===== src/rtl/sign_mag_divider.sv =====
// Sequential restoring divider for sign-magnitude operands.
// A DIVIDEND_W-bit dividend is divided by a DIVISOR_W-bit divisor, one quotient
// bit per clock, MSB first. Results are held until the next accepted start.
module sign_mag_divider #(
    parameter int DIVIDEND_W = 5,
    parameter int DIVISOR_W  = 3
) (
    input  logic                  clk,
    input  logic                  rst,
    input  logic                  start,
    input  logic [DIVIDEND_W-1:0] A,
    input  logic [DIVISOR_W-1:0]  B,
    output logic [DIVIDEND_W-1:0] Quotient,
    output logic [DIVISOR_W-1:0]  Remainder,
    output logic                  ZF,
    output logic                  SF,
    output logic                  DZ,
    output logic                  busy,
    output logic                  done
);

    localparam int QM_W  = DIVIDEND_W - 1;
    localparam int RM_W  = DIVISOR_W - 1;
    localparam int CNT_W = $clog2(DIVIDEND_W);

    typedef enum logic [1:0] {IDLE, CALC, DONE} state_t;

    state_t            state;
    state_t            state_next;
    logic              accept;

    logic [QM_W-1:0]   a_work;
    logic              a_sign;
    logic [RM_W-1:0]   b_mag;
    logic              b_sign;
    logic [QM_W-1:0]   q_mag;
    logic [CNT_W-1:0]  count;

    // The partial remainder stays below |B| between steps, so only its
    // shifted candidate needs the full divisor width (up to 2*|B|-1).
    logic [RM_W-1:0]      rem;
    logic [DIVISOR_W-1:0] shifted;
    logic                 fits;
    logic [RM_W-1:0]      diff;

    // Pack a sign and magnitude, suppressing negative zero.
    function automatic logic [DIVIDEND_W-1:0] pack_q(input logic s, input logic [QM_W-1:0] m);
        return {s && (m != '0), m};
    endfunction

    function automatic logic [DIVISOR_W-1:0] pack_r(input logic s, input logic [RM_W-1:0] m);
        return {s && (m != '0), m};
    endfunction

    assign accept  = start && ((state == IDLE) || (state == DONE));
    assign shifted = {rem, a_work[QM_W-1]};
    assign fits    = shifted >= {1'b0, b_mag};
    assign diff    = RM_W'(shifted - {1'b0, b_mag});

    // State register
    always_ff @(posedge clk) begin
        if (rst) state <= IDLE;
        else     state <= state_next;
    end

    // Next-state logic
    always_comb begin
        state_next = state;
        case (state)
            IDLE:    if (start) state_next = CALC;
            CALC:    if ((b_mag == '0) || (count == '0)) state_next = DONE;
            DONE:    state_next = start ? CALC : IDLE;
            default: state_next = IDLE;
        endcase
    end

    // Handshake outputs decoded from the state
    always_comb begin
        busy = (state == CALC);
        done = (state == DONE);
    end

    // Operand latch, iteration datapath and result registers
    always_ff @(posedge clk) begin
        if (rst) begin
            Quotient  <= '0;
            Remainder <= '0;
            ZF        <= 1'b0;
            SF        <= 1'b0;
            DZ        <= 1'b0;
            count     <= '0;
        end else if (accept) begin
            a_work <= A[QM_W-1:0];
            a_sign <= A[DIVIDEND_W-1];
            b_mag  <= B[RM_W-1:0];
            b_sign <= B[DIVISOR_W-1];
            rem    <= '0;
            q_mag  <= '0;
            count  <= CNT_W'(QM_W);
            ZF     <= 1'b0;
            SF     <= 1'b0;
            DZ     <= 1'b0;
        end else if (state == CALC) begin
            if (b_mag == '0) begin
                Quotient  <= '0;
                Remainder <= '0;
                ZF        <= 1'b1;
                SF        <= 1'b0;
                DZ        <= 1'b1;
                count     <= '0;
            end else if (count != '0) begin
                rem    <= fits ? diff : shifted[RM_W-1:0];
                q_mag  <= {q_mag[QM_W-2:0], fits};
                a_work <= a_work << 1;
                count  <= count - CNT_W'(1);
            end else begin
                Quotient  <= pack_q(a_sign ^ b_sign, q_mag);
                Remainder <= pack_r(a_sign, rem);
                ZF        <= (q_mag == '0);
                SF        <= (a_sign ^ b_sign) && (q_mag != '0);
            end
        end
    end

endmodule


===== config.mk =====
export PLATFORM = sky130hd
export DESIGN_NAME = sign_mag_divider
export DESIGN_NICKNAME = d
export VERILOG_FILES = /design/src/rtl/sign_mag_divider.sv
export SDC_FILE = /design/constraint.sdc
export NUM_CORES = 1
export LEC_CHECK = 0
export ABC_AREA = 1
export CORE_UTILIZATION = 54
export DETAILED_ROUTE_END_ITERATION = 8
export GPL_ROUTABILITY_DRIVEN = 0
export MAX_ROUTING_LAYER = met4
export PLACE_DENSITY = 0.79
export SLEW_MARGIN = 20
export SYNTH_ARGS = -nofsm -noshare
export SYNTH_HDL_FRONTEND = slang
export SYNTH_SLANG_ARGS = --single-unit

===== constraint.sdc =====
create_clock -name clk -period 3.03 [get_ports clk]
set_clock_uncertainty 0.05 [all_clocks]
set_input_delay 0.606 -clock clk [delete_from_list [all_inputs] [get_ports clk]]
set_output_delay 0.606 -clock clk [all_outputs]
set_load 0.005 [all_outputs]

* Yosys cells after proc, flatten, opt, wreduce, memory -nomap -nowiden
Index checks and enable logic that the tools add are counted.
Widths: inputs -> output; s select.
** Word-level totals
- Word-level logic and storage cells :: 78
- Bits of input ports :: 11
- Output and inout bits :: 13
- Bits in registers :: 30
** Operators by class
- Add/sub/neg operators :: 2
- Mux-type cells :: 27
- $lt $le $gt $ge :: 1
- Bitwise logic cells :: 3
- Reductions and logical operators :: 25
- Equal/unequal tests :: 6
** Operator list (number)
- $mux 4 :: 7
- $mux 3 :: 6
- $mux 2 :: 6
- $reduce_and 2->1 :: 6
- $mux 5 :: 2
- $reduce_bool 2->1 :: 4
- $ne 2x2->1 const B :: 3
- $pmux 2 s3 :: 1
- $reduce_bool 3->1 :: 2
- $mux 1 :: 5
- $logic_not 2->1 :: 2
- $logic_not 4->1 :: 1
- $reduce_and 4->1 :: 1
- $reduce_bool 4->1 :: 1
- $ge 3x2->1 :: 1
- $logic_and 1x1->1 :: 3
- $logic_not 3->1 :: 1
- $reduce_and 3->1 :: 1
- $sub 3x1->3 const B :: 1
- $eq 2x1->1 const B :: 1
- $eq 2x2->1 const B :: 1
- $logic_or 1x1->1 :: 2
- $ne 2x1->1 const B :: 1
- $not 1->1 :: 2
- 3 further kinds :: 3

* Logic depth before layout (Yosys ltp)
- Word-level depth :: 5
- Mapped depth :: 9
- Gate-level depth less buffers :: 9

* Worst setup path after synthesis
OpenSTA, ideal clock, no wires.
- Kind :: reg2reg
- Start point :: reg count[0]
- End point :: reg a_work[0], enable pin
- Buffers on the path :: 0
- Data arrival time :: 1.514 ns
- Cell stages (with the launch flop) :: 8
- Required time :: 2.600 ns
- Period minus slack after synthesis :: 1.944 ns
- Setup time :: 0.380 ns
- Setup slack :: 1.086 ns
- Cells stage by stage :: dfxtp_1 -> inv_1 -> ha_1 -> nand2_1 -> nand2_4 -> nor2_1 -> inv_1 -> a21oi_1
** Between the ends
- Longest elaborated chain between the ends :: 3
** Ends and longest elaborated chain
- start: declaration :: RTL line 37 : logic [CNT_W-1:0] count;
- start signal: assignment :: RTL line 99 : count <= CNT_W'(QM_W);
- start signal: assignment :: RTL line 115 : count <= count - CNT_W'(1);
- $reduce_bool 3->1 :: RTL line 111 : end else if (count != '0) begin
- $reduce_bool 2->1 (no source line)
- $reduce_and 4->1 (no source line)
- end signal: assignment :: RTL line 93 : a_work <= A[QM_W-1:0];
- end signal: assignment :: RTL line 114 : a_work <= a_work << 1;
- end: declaration :: RTL line 32 : logic [QM_W-1:0] a_work;
No other way between the ends.
A chain may end at the register's enable or synchronous reset.

* Final worst setup path
- Start point :: reg state[0]
- End point :: out busy
** Between the ends
- Longest elaborated chain between the ends :: 1
** Ends and longest elaborated chain
- start: declaration :: RTL line 28 : state_t state;
- start signal: assignment :: RTL line 63 : else state <= state_next;
- $eq 2x1->1 :: RTL line 79 : busy = (state == CALC);
- end: declaration :: RTL line 18 : output logic busy,
No other way between the ends.

==> flow_summary.json <==
{
  "cts_hold_buf": 0,
  "clk_pin_slew_worst_paths_ps": 90,
  "fin_crit_ps": 2130,
  "grt_pass1_vias": 999,
  "clock.fmax_mhz": 470,
  "area_growth_pct": 23.4,
  "grt_max_degree": 12,
  "postCtsSetupBuffers": 0,
  "power_density_nw_per_um2": 483,
  "leakagePower_nw": 0.684,
  "status": "complete, no violations",
  "place_area_sq_um": 1560,
  "finalNetCount": 189,
  "coreArea_sq_um": 2250,
  "antenna_found_initial": 0,
  "power_mw": 0.777,
  "fin_area_sq_um": 1610,
  "die_h_um": 51.2,
  "cp-end-kind": "primary output",
  "worstHoldPathType": "reg2reg",
  "switchingPower_mw": 0.192,
  "port_buffers": 23,
  "worstSkewPairLatency_ps": 320,
  "hold_viol": 0,
  "worstPathArrival_ps": 1470,
  "reg2reg_setup_slack_ps": 1190,
  "n_fill_cell": 190,
  "clkPwrFrac_pct": 27.3,
  "required_ps": 2370,
  "holdPathEnd": "SF$_SDFFE_PP0P_",
  "htree_levels": 2,
  "viasPerCell": 4.94,
  "pwr-share-comb_pct": 13.6,
  "numCtsBuffers": 5,
  "fin_setup_tns_ps": 0,
  "row_count": 17,
  "cts_tree": "done",
  "avgSynthCellArea_sq_um": 9.00,
  "holdCritStartpoint": "SF$_SDFFE_PP0P_",
  "ir_drop_v": 0.000442,
  "yosysWarnings": 0,
  "layout_common_cells": "nand2_1 (29), clkdlybuf4s50_1 (23), nor2_1 (22)",
  "dp_hpwl_um": 1830,
  "max_cap_viol_count": 0,
  "rsz0062_at_grt": "no",
  "clock-root-buffer": "clkbuf_4",
  "syn_nets": 160,
  "die_area_sq_um": 2620,
  "vias": 1003,
  "synth.distinct_cells": 20,
  "maxSlewHeadroom_pct": 74.5,
  "cp-start-kind": "flip-flop",
  "grt_usage_pct": 22.2,
  "ant_nets": 0,
  "dp.cells": 195,
  "seqPwrFrac_pct": 59.1,
  "synth-seq-cells": 30,
  "ctsResizeCount": 0,
  "overflow": 0,
  "dieWidth_um": 51.2,
  "final.period_utilization_pct": 70.3,
  "drt_pass1_iterations": 3,
  "antennaDiodeCount": 0,
  "stdcell_count": 203,
  "drcViolationCount": 0,
  "drive_gt1_share_pct": 8.00,
  "start_util_pct": 57.9,
  "timing.rr.start": "count[0]$_SDFFE_PP0P_",
  "grt_pass1_wl_um": 4080,
  "synthCells": 145,
  "cp_max_fo": 4,
  "worstReg2RegEnd": "rem[1]$_SDFFCE_PP0P_",
  "final_common_cell": "nand2_1",
  "num_io_pins": 24,
  "worst_pin_slew_ps": 381,
  "ys_seq_area_share_pct": 56.8,
  "slew_violations": 0,
  "finalSetupViolCount": 0,
  "clock-sinks": 30,
  "drtIter0Drc": 9,
  "netlist_area_sq_um": 1310,
  "switching_share_pct": 24.7,
  "clockBufferDepth": 2,
  "drt-wirelength-per-cell_um": 11.5,
  "worstHoldPathCells": 2,
  "rr_worst_depth": 8,
  "intPower_mw": 0.585,
  "critPathKind": "reg2out",
  "wl_um": 2340
}
## how the worst max path moves through the flow
stage | end | slack (ps) | from
after global placement | q_mag[1]$_SDFFCE_PP0P_ | 870 | start
final | busy | 900 | state[0]$_SDFFE_PP0P_
after detailed placement | q_mag[3]$_SDFFCE_PP0P_ | 810 | start
after floorplan | a_work[0]$_SDFFCE_PN0P_ | 1090 | count[0]$_SDFFE_PP0P_
after global routing | busy | 840 | state[0]$_SDFFE_PP0P_
after CTS | busy | 890 | state[0]$_SDFFE_PP0P_
## through the flow
stage               util (%)  hold WS [ps]  setup slack [ps]
floorplan                  -           393              1090
global placement        69.3           402               871
detailed placement      69.3           409               810
CTS                     71.4           420               889
global route            71.4           452               840
finish                  71.4           418               900
## cell usage after synthesis
cell | number | area, sq um
nand2_1 | 29 | 109
xnor2_1 | 1 | 8.76
buf_4 | 1 | 7.51
o21ai_0 | 4 | 20.0
nor2_4 | 2 | 22.5
dfxtp_1 | 16 | 320
o21ai_1 | 1 | 5.00
nand2_4 | 2 | 22.5
buf_2 | 1 | 5.00
ha_1 | 4 | 50.1
inv_2 | 1 | 3.75
nand3_1 | 13 | 65.1
nor2_1 | 22 | 82.6
a21oi_1 | 11 | 55.1
buf_6 | 1 | 11.3
inv_4 | 1 | 6.26
edfxtp_1 | 14 | 420
xor2_1 | 2 | 17.5
inv_1 | 18 | 67.6
clkinv_2 | 1 | 5.00
## flip-flops by register name, indices dropped and copies added, names as in the netlist
name / count
Quotient: 5
a_work: 4
q_mag: 4
Remainder: 3
count: 3
b_mag: 2
rem: 2
state: 2
DZ: 1
SF: 1
ZF: 1
a_sign: 1
b_sign: 1
## area by class of cell
cell class | count | area, sq um | area share, %
inverter | 21 | 82.6 | 5.13
timing repair buffer | 25 | 245 | 15.2
multi-input combinational | 91 | 458 | 28.4
tap | 28 | 35.0 | 2.18
clock buffer | 7 | 45.0 | 2.80
sequential | 30 | 741 | 46.0
clock inverter | 1 | 3.75 | 0.233
## critical path: stages (launching register included)
cell and delay, ps:
dfxtp_1 390, nand2_1 140, inv_2 120, clkdlybuf4s50_1 500
## layer usage
metal	part of all wire [%]	up-vias	GRT usage (%)
met5	0	-	-
met2	51	23	37.1
met4	1.2	0	9.72
li1	-	520	-
met3	4.0	3	5.36
met1	43	457	25.2
## cell families (layout without fill, tap and decap cells)
group                    after synthesis  count (layout)  share of synthesized area, %
adder cells (fa/ha/maj)                4               4                          3.84
AND/OR/NAND/NOR                       68              68                          23.1
XOR/XNOR                               3               3                          2.01
AO/OA/AOI/OAI                         16              16                          6.14
flip-flops                            30              30                          56.8
buffers and inverters                 24              54                          8.15
## power groups by stage
stage	Clock, mW	Sequential (mW)	Combinational (mW)
floorplan	0	0.466	0.0653
global route	0.233	0.462	0.120
detailed placement	0	0.469	0.106
CTS	0.218	0.459	0.107
global placement	0	0.468	0.102
finish	0.212	0.459	0.106
Power figures use the tool's default switching activity.
